`src/rtl/instr_fetch_if.sv`:
```
// Load port and instruction-issue handshake between the fetch unit and its neighbours.
// The slave modport is the fetch unit's view; the master modport is the driver/consumer view.
interface instr_fetch_if #(
    parameter int unsigned ADDR_W = 3,
    parameter int unsigned DATA_W = 16
);
    logic              load_en;
    logic [ADDR_W-1:0] load_addr;
    logic [DATA_W-1:0] load_data;
    logic              start;
    logic              instr_ready;
    logic              instr_valid;
    logic [DATA_W-1:0] instruction;
    logic [ADDR_W-1:0] address;
    logic              halted;
    logic              load_err;

    modport master (
        output load_en, load_addr, load_data, start, instr_ready,
        input  instr_valid, instruction, address, halted, load_err
    );

    modport slave (
        input  load_en, load_addr, load_data, start, instr_ready,
        output instr_valid, instruction, address, halted, load_err
    );
endinterface

```
`src/rtl/instr_fetch_unit.sv`:
```
// Instruction-supply stage: writable store, PC stepped every TICK_DIV cycles,
// one instruction per step over valid/ready, stops after delivering HALT_OP.
module instr_fetch_unit #(
    parameter int unsigned ADDR_W   = 3,
    parameter int unsigned DATA_W   = 16,
    parameter int unsigned TICK_DIV = 50000000,
    parameter logic [3:0]  HALT_OP  = 4'b1110
) (
    input  logic         clk,
    input  logic         rst,
    instr_fetch_if.slave bus
);
    localparam int unsigned DEPTH = 2 ** ADDR_W;
    localparam int unsigned CNT_W = 32;
    localparam logic [CNT_W-1:0] TICK_LAST = CNT_W'(TICK_DIV - 1);

    typedef enum logic [1:0] {S_IDLE, S_RUN, S_ISSUE, S_HALT} state_t;

    state_t            state_q, state_d;
    logic [ADDR_W-1:0] pc_q, pc_d;
    logic [CNT_W-1:0]  cnt_q, cnt_d;
    logic              valid_q, valid_d;
    logic [DATA_W-1:0] instr_q, instr_d;
    logic [ADDR_W-1:0] addr_q, addr_d;
    logic              halted_q, halted_d;
    logic              err_q, err_d;
    logic              mem_we;
    logic [DATA_W-1:0] mem_q [DEPTH];

    // State register
    always_ff @(posedge clk or posedge rst) begin
        if (rst) state_q <= S_IDLE;
        else     state_q <= state_d;
    end

    // Next-state logic
    always_comb begin
        state_d = state_q;
        case (state_q)
            S_IDLE:  if (bus.start) state_d = S_RUN;
            S_RUN:   if (cnt_q == TICK_LAST) state_d = S_ISSUE;
            S_ISSUE: begin
                if (valid_q && bus.instr_ready)
                    state_d = (instr_q[DATA_W-1 -: 4] == HALT_OP) ? S_HALT : S_RUN;
            end
            S_HALT:  if (bus.start) state_d = S_RUN;
            default: state_d = S_IDLE;
        endcase
    end

    // Next values of the datapath registers; stores are only accepted in IDLE
    always_comb begin
        pc_d     = pc_q;
        cnt_d    = cnt_q;
        valid_d  = valid_q;
        instr_d  = instr_q;
        addr_d   = addr_q;
        halted_d = halted_q;
        mem_we   = bus.load_en && (state_q == S_IDLE);
        err_d    = err_q | (bus.load_en && (state_q != S_IDLE));
        case (state_q)
            S_IDLE: begin
                if (bus.start) begin
                    pc_d  = '0;
                    cnt_d = '0;
                end
            end
            S_RUN: begin
                if (cnt_q == TICK_LAST) begin
                    instr_d = mem_q[pc_q];
                    addr_d  = pc_q;
                    valid_d = 1'b1;
                    cnt_d   = '0;
                end else begin
                    cnt_d = cnt_q + CNT_W'(1);
                end
            end
            S_ISSUE: begin
                if (valid_q && bus.instr_ready) begin
                    valid_d = 1'b0;
                    if (instr_q[DATA_W-1 -: 4] == HALT_OP) halted_d = 1'b1;
                    else                                   pc_d = pc_q + ADDR_W'(1);
                end
            end
            S_HALT: begin
                if (bus.start) begin
                    halted_d = 1'b0;
                    pc_d     = '0;
                    cnt_d    = '0;
                end
            end
            default: ;
        endcase
    end

    // Datapath registers
    always_ff @(posedge clk or posedge rst) begin
        if (rst) begin
            pc_q     <= '0;
            cnt_q    <= '0;
            valid_q  <= 1'b0;
            instr_q  <= '0;
            addr_q   <= '0;
            halted_q <= 1'b0;
            err_q    <= 1'b0;
        end else begin
            pc_q     <= pc_d;
            cnt_q    <= cnt_d;
            valid_q  <= valid_d;
            instr_q  <= instr_d;
            addr_q   <= addr_d;
            halted_q <= halted_d;
            err_q    <= err_d;
        end
    end

    // Instruction store, cleared by reset
    always_ff @(posedge clk or posedge rst) begin
        if (rst) begin
            for (int i = 0; i < int'(DEPTH); i++) mem_q[i] <= '0;
        end else if (mem_we) begin
            mem_q[bus.load_addr] <= bus.load_data;
        end
    end

    assign bus.instr_valid = valid_q;
    assign bus.instruction = instr_q;
    assign bus.address     = addr_q;
    assign bus.halted      = halted_q;
    assign bus.load_err    = err_q;
endmodule

```
`src/flat_wrapper.sv`:
```
// flat-port wrapper written by rule: the top's interface ports become plain ports
module instr_fetch_unit_flat 
#(
    parameter int unsigned ADDR_W   = 3,
    parameter int unsigned DATA_W   = 16,
    parameter int unsigned TICK_DIV = 50000000,
    parameter logic [3:0]  HALT_OP  = 4'b1110
)
  (clk, rst, bus_load_en, bus_load_addr, bus_load_data, bus_start, bus_instr_ready, bus_instr_valid, bus_instruction, bus_address, bus_halted, bus_load_err);
  instr_fetch_if #(.ADDR_W(ADDR_W), .DATA_W(DATA_W)) bus_i ();
  input  logic clk;
  input  logic rst;
  input wire logic [$bits(bus_i.load_en)-1:0] bus_load_en;
  input wire logic [$bits(bus_i.load_addr)-1:0] bus_load_addr;
  input wire logic [$bits(bus_i.load_data)-1:0] bus_load_data;
  input wire logic [$bits(bus_i.start)-1:0] bus_start;
  input wire logic [$bits(bus_i.instr_ready)-1:0] bus_instr_ready;
  output wire logic [$bits(bus_i.instr_valid)-1:0] bus_instr_valid;
  output wire logic [$bits(bus_i.instruction)-1:0] bus_instruction;
  output wire logic [$bits(bus_i.address)-1:0] bus_address;
  output wire logic [$bits(bus_i.halted)-1:0] bus_halted;
  output wire logic [$bits(bus_i.load_err)-1:0] bus_load_err;
  assign bus_i.load_en = bus_load_en;
  assign bus_i.load_addr = bus_load_addr;
  assign bus_i.load_data = bus_load_data;
  assign bus_i.start = bus_start;
  assign bus_i.instr_ready = bus_instr_ready;
  assign bus_instr_valid = bus_i.instr_valid;
  assign bus_instruction = bus_i.instruction;
  assign bus_address = bus_i.address;
  assign bus_halted = bus_i.halted;
  assign bus_load_err = bus_i.load_err;
  instr_fetch_unit #(.ADDR_W(ADDR_W), .DATA_W(DATA_W), .TICK_DIV(TICK_DIV), .HALT_OP(HALT_OP)) u_core (.clk(clk), .rst(rst), .bus(bus_i));
endmodule
```
`config.mk`:
```
export PLATFORM = sky130hd
export DESIGN_NAME = instr_fetch_unit_flat
export DESIGN_NICKNAME = d
export VERILOG_FILES = /design/src/rtl/instr_fetch_if.sv /design/src/rtl/instr_fetch_unit.sv /design/src/flat_wrapper.sv
export SDC_FILE = /design/constraint.sdc
export NUM_CORES = 1
export LEC_CHECK = 0
export ABC_CLOCK_PERIOD_IN_PS = 5450
export CAP_MARGIN = 20
export CORE_MARGIN = 1.5
export CORE_UTILIZATION = 51
export CTS_BUF_LIST = sky130_fd_sc_hd__clkbuf_16
export DETAILED_ROUTE_END_ITERATION = 10
export PLACE_DENSITY_LB_ADDON = 0.08
export RECOVER_POWER = 50
export SLEW_MARGIN = 30
export SYNTH_ARGS = -nofsm -noshare
export SYNTH_HDL_FRONTEND = slang
export SYNTH_SLANG_ARGS = --single-unit
export TNS_END_PERCENT = 5
```
`constraint.sdc`:
```
create_clock -name clk -period 5.45 [get_ports clk]
set_input_delay 0.545 -clock clk [delete_from_list [all_inputs] [get_ports clk]]
set_output_delay 0.545 -clock clk [all_outputs]
set_load 0.05 [all_outputs]
```
# After elaboration in Yosys (flattened, before gate mapping)
# Index checks and enable logic that the tools add are counted.
# totals
register_bits	187
input_bits	24
output_inout_bits	22
word_cells	77
# classes
add_sub_neg	2
magnitude_cmp	3
n_eq_ne	11
mux	25
n_bitwise	3
reduce_logical	17
# op_table
op	count
$bwmux W128	1
$mux W32	2
$pmux W32 S2	1
$bmux W16 S3	1
$demux W16 S3	1
$mux W16	3
$add A32 B1 Y32 const B	1
$eq A32 B26 Y1 const B	1
$reduce_bool A2 Y1	5
$mux W3	3
$ge A4 B4 Y1 const B	2
$mux W2	4
$ne A2 B1 Y1 const B	4
$not A3 Y4	2
$reduce_and A4 Y1	2
$pmux W2 S3	1
$pmux W3 S2	1
$reduce_and A3 Y1	2
$mux W1	5
$eq A2 B2 Y1 const B	2
$eq A4 B4 Y1 const B	1
$logic_and A1 B1 Y1	4
$lt A4 B1 Y1 const B	1
$ne A2 B2 Y1 const B	2
other kinds (7)	9

# Longest topological paths before layout
# depth
word_depth	6
mapped_depth	9
ltp_nobuf	7

# Worst setup path before layout
# No wires, ideal clock.
# synth_timing
path_kind	reg-to-reg
start	register u_core.state_q[0]
end	register u_core.cnt_q[25]
setup_time_ps	129
arrival_ps	2083
t_required_ps	5321
setup_slack_ps	3239
stages_incl_launch_ff	9
path_buffers	1
period_less_slack_ps	2211
cell_sequence	dfrtp_1 -> inv_1 -> ha_1 -> mux2i_1 -> or4_1 -> buf_2 -> nor4_4 -> xnor2_1 -> nor2_1
# synth_via
elab_chain_cells	4
word_cells_on_any_way	8
cone_classes	eq/ne: 3; mux: 1; reduce/logical: 4
# synth_lines
item	line_no	text
start: declaration	instr_fetch_unit.sv:19	state_t state_q, state_d;
start signal: assignment	instr_fetch_unit.sv:33	else state_q <= state_d;
$eq A2 B2 Y1 or $logic_not A2 Y1 (tied branches)	instr_fetch_unit.sv:61	case (state_q)
$reduce_or A2 Y1 (no line)	-	
$ne A2 B1 Y1 (no line) or $reduce_bool A2 Y1 (tied branches)	-	
$reduce_and A2 Y1 (no line)	-	
end signal: assignment	instr_fetch_unit.sv:108	cnt_q <= cnt_d;
end: declaration	instr_fetch_unit.sv:21	logic [CNT_W-1:0] cnt_q, cnt_d;
# Parallel ways exist; a longest one is shown, timed or not.
# A chain may end at the register's enable or synchronous reset.

==> impl_table.tex <==
\begin{tabular}{lr}
\hline
Metric & Value \\
\hline
\multicolumn{2}{l}{\textbf{Floorplanning}} \\
Chip width & 132 um \\
\# rows & 47 \\
I/O Pins & 46 \\
Initial standard-cell utilization of the core & 51.8\% \\
Vertical extent of the die & 132 um \\
Core Footprint & 0.0165 mm\^{}2 \\
Die outline area & 0.0175 mm\^{}2 \\
\multicolumn{2}{l}{\textbf{Critical path}} \\
Crit-path cells & dlygate4sd3\_1 -> clkinvlp\_2 -> clkbuf\_1 \\
Slowest cell on the critical path & sky130\_fd\_sc\_hd\_\_clkbuf\_1 \\
Required time of the critical path & 5.50 ns \\
Kind of launch point of the worst setup path & input port \\
Critical path endpoint & u\_core.mem\_q[116] \\
Category of the critical setup timing path & in -> async \\
Reg2reg setup slack & 2.71 ns \\
RR Startpoint & u\_core.state\_q[0] \\
Start point of the critical path & rst \\
Reg2Reg Capture Point & u\_core.cnt\_q[31] \\
Arrival time at the worst endpoint & 2.93 ns \\
Crit path capture type & asynchronous set/reset pin \\
Critical Path Fanout Max & 44 \\
Worst reg-to-reg path cell count & 7 \\
Path length in cells of the critical path & 3 \\
Buffering stage count on the worst path with inverters included & 3 \\
Largest stage delay on the critical path & 1.67 ns \\
Top Family by Delay on Critical Path & buffers and inverters \\
\multicolumn{2}{l}{\textbf{Clock tree}} \\
Total clock buffers created by CTS & 17 \\
Resized cells post-CTS & 0 \\
\# hold bufs at CTS & 0 \\
Insertion delay of the later-clocked pin in the worst-skew pair & 0.43 ns \\
Clock tree from TritonCTS & built \\
Clock root buffer & sky130\_fd\_sc\_hd\_\_clkbuf\_16 \\
Number of post-CTS setup repair buffers & 0 \\
Longest Clk Path Bufs & 2 \\
Clock transition at the register clock pins on the worst setup and hold paths after CTS & 0.07 ns \\
Number of sinks handled by clock tree synthesis & 187 \\
H-tree depth & 4 \\
\multicolumn{2}{l}{\textbf{Detailed routing}} \\
Number of search-and-repair iterations in the first detailed-routing pass & 4 \\
Routed wire per std cell & 19.1 um \\
Total number of vias & 5206 \\
DRC violations left & 0 \\
Residual antenna-violating net count after detailed routing & 0 \\
Via density per instance & 5.73 \\
Routed WL & 17400 um \\
Number of DRC violations after detailed-routing iteration 0 & 250 \\
\multicolumn{2}{l}{\textbf{GRT}} \\
Overflow left after global routing & 0 \\
Global-route usage over all layers & 21.7\% \\
Global routing met2 resource utilization & 36.2\% \\
First-pass GRT wire length & 29400 um \\
Vias in the first global route & 5474 \\
Met1 demand-to-capacity share in global routing & 28.7\% \\
Largest net degree at the start of global routing & 144 \\
Global-route track usage on met3 & 5.00\% \\
Most Used Layer, Global Route & met2 \\
Initial antenna violation count & 0 \\
\multicolumn{2}{l}{\textbf{Synthesis}} \\
Number of library cell types mapped by synthesis & 38 \\
Primary FF master, synth & sky130\_fd\_sc\_hd\_\_dfrtp\_1 \\
Largest area contributor in the synthesized netlist & sky130\_fd\_sc\_hd\_\_dfrtp\_1 \\
Most common cell in the netlist & sky130\_fd\_sc\_hd\_\_dfrtp\_1 \\
Post-synth ARST share & 100\% \\
Fraction of post-synthesis cell area in the top cell type by area & 54.8\% \\
Adder-cell share of the synthesized area & 0.879\% \\
Synth Warn \# & 0 \\
Simple-gate portion of the synthesized area & 9.01\% \\
Share of the synthesized area in compound gates (AO/OA/AOI/OAI) & 2.54\% \\
Number of enable flip-flop cells after synthesis & 0 \\
Synthesized area & 0.00854 mm\^{}2 \\
Sequential-to-total area share from yosys stat & 54.8\% \\
Ranking of synthesized cells by area & sky130\_fd\_sc\_hd\_\_dfrtp\_1 (55\%), sky130\_fd\_sc\_hd\_\_mux2\_2 (18\%), sky130\_fd\_sc\_hd\_\_mux4\_2 (8.4\%) \\
Flops \& latches, synth & 187 \\
Combinational family with the most area after synthesis & multiplexers \\
Synth Area per Inst & 13.6 um\^{}2 \\
Xor/xnor cell area share of the yosys netlist & 2.77\% \\
Mux contribution to synthesized area & 28.2\% \\
Gate count after technology mapping & 629 \\
Most numerous cell types in the synthesized netlist & sky130\_fd\_sc\_hd\_\_dfrtp\_1 (187), sky130\_fd\_sc\_hd\_\_mux2\_2 (133), sky130\_fd\_sc\_hd\_\_nor2\_1 (41) \\
Post-Synthesis Net Count & 659 \\
\multicolumn{2}{l}{\textbf{Place}} \\
Final weighted congestion in routability-driven placement & 0.842 \\
Worst slack at placement & 2.68 ns \\
Standard cell area after detailed placement & 0.00926 mm\^{}2 \\
Estimated wirelength of the detail-placed design & 10600 um \\
Number of placed cells counting well taps & 877 \\
Port bufs & 45 \\
\multicolumn{2}{l}{\textbf{Power and ir drop}} \\
Worst VDD drop & 0.226 mV \\
Lkg Pwr & 4.45 nW \\
Cell area power density & 320 mW/mm\^{}2 \\
Final Power & 3.13 mW \\
\multicolumn{2}{l}{\textbf{STA}} \\
Setup TNS & 0 ns \\
Slew at the pin closest to its max-slew limit & 2.34 ns \\
Fin crit period & 2.88 ns \\
Hold violation count in the final report & 0 \\
RSZ-0062 raised after global routing & no \\
Final setup skew & 0.0106 ns \\
Worst slew margin & -56.1\% \\
Fin. max-slew vios & 45 \\
Number of failing setup endpoints in the final timing report & 0 \\
Setup WS post-layout & 2.57 ns \\
Period utilization & 52.8\% \\
Hold\_ws & 0.461 ns \\
Achievable frequency & 348 MHz \\
\multicolumn{2}{l}{\textbf{Final layout}} \\
Area used by multi-input combinational logic & 0.00371 mm\^{}2 \\
Final \#Nets & 706 \\
Inserted Diodes & 0 \\
Layout area overhead & 14.6\% \\
Post-route non-filler standard cell count & 909 \\
Fraction of layout cells with a size suffix above 1 & 30.5\% \\
Post-route cell area & 0.00979 mm\^{}2 \\
Fill cell total of the finished layout & 1354 \\
Share of the core filled with cells & 59.4\% \\
Area taken by flip-flops and latches & 0.00468 mm\^{}2 \\
\multicolumn{2}{l}{\textbf{Outcome}} \\
Failing checks & max-capacitance violations, max-slew violations \\
Outcome & complete, but fails checks \\
\multicolumn{2}{l}{\textbf{Flow run}} \\
MaxCap Viol Count & 1 \\
\multicolumn{2}{l}{\textbf{Min path}} \\
Path type of the worst min-delay path & reg -> reg \\
\hline
\end{tabular}
-- sequential cells by signal, summed over array words and instances (netlist names) --
name                    count
u_core.pc_q                 3
u_core.mem_q              128
u_core.cnt_q               32
u_core.bus.instruction     16
u_core.bus.load_err         1
u_core.state_q              2
u_core.bus.instr_valid      1
u_core.bus.address          3
u_core.bus.halted           1
-- worst min-delay path by stage --
stage          slack [ns]  cells past startpoint           startpoint             endpoint
2_1_floorplan        0.47                      1    u_core.mem_q[105]    u_core.mem_q[105]
3_3_place_gp         0.44                      1  u_core.bus.load_err  u_core.bus.load_err
3_5_place_dp         0.45                      1  u_core.bus.load_err  u_core.bus.load_err
4_1_cts              0.47                      1  u_core.bus.load_err  u_core.bus.load_err
5_1_grt              0.51                      1  u_core.bus.load_err  u_core.bus.load_err
6_report             0.46                      1  u_core.bus.load_err  u_core.bus.load_err
-- layer usage --
metal	routed length, um	share of wire [%]
met3	460	2.7
met1	7990	46
met5	0	0
met4	212	1.2
met2	8690	50
-- where the power goes --
part	leakage [nW]	internal [mW]	total, mW	switching [mW]
Clock	0.272	0.593	1.14	0.549
Combinational	1.60	0.213	0.503	0.290
Sequential	2.58	1.45	1.48	0.0353
Total	4.45	2.25	3.13	0.874
-- cells by family after synthesis --
family | Yosys count
multiplexers | 184
flip-flops | 187
buffers and inverters | 38
XOR/XNOR | 27
AO/OA/AOI/OAI | 38
AND/OR/NAND/NOR | 149
adder cells (fa/ha/maj) | 6
-- placed cells by master (no fill, tap or decap), types with 2 or more instances in the layout --
cell type                           n
sky130_fd_sc_hd__and2_1             4
sky130_fd_sc_hd__nor4_4             2
sky130_fd_sc_hd__inv_6              3
sky130_fd_sc_hd__clkbuf_1           4
sky130_fd_sc_hd__clkinv_2           3
sky130_fd_sc_hd__buf_4              7
sky130_fd_sc_hd__inv_8              3
sky130_fd_sc_hd__a31oi_1            2
sky130_fd_sc_hd__xor2_1            13
sky130_fd_sc_hd__nand2_1           35
sky130_fd_sc_hd__nor2_1            41
sky130_fd_sc_hd__nor3_1            10
sky130_fd_sc_hd__and4_1             5
sky130_fd_sc_hd__nand3_1           16
sky130_fd_sc_hd__clkdlybuf4s50_1   44
sky130_fd_sc_hd__clkbuf_16         17
sky130_fd_sc_hd__o21ai_0           27
sky130_fd_sc_hd__mux2i_1           19
sky130_fd_sc_hd__nand4_1           13
sky130_fd_sc_hd__nor4_1             6
sky130_fd_sc_hd__and3_1             3
sky130_fd_sc_hd__ha_1               6
sky130_fd_sc_hd__mux4_2            32
sky130_fd_sc_hd__mux2_2           133
sky130_fd_sc_hd__nand2b_1           3
sky130_fd_sc_hd__dfrtp_1          186
sky130_fd_sc_hd__or4_1              2
sky130_fd_sc_hd__or3_1              2
sky130_fd_sc_hd__o2bb2ai_1          2
sky130_fd_sc_hd__xnor2_1           14
sky130_fd_sc_hd__inv_1              9
sky130_fd_sc_hd__a21oi_1            2
sky130_fd_sc_hd__clkinv_4           3
-- area by class of cell --
cell class / count / area share (%)
tap: 220 / 2.81
inverter: 9 / 0.358
multi-input combinational: 404 / 38.0
clock buffer: 17 / 4.35
sequential: 187 / 47.8
clock inverter: 15 / 1.19
timing repair buffer: 57 / 5.50
Power figures use the tool's default switching activity.
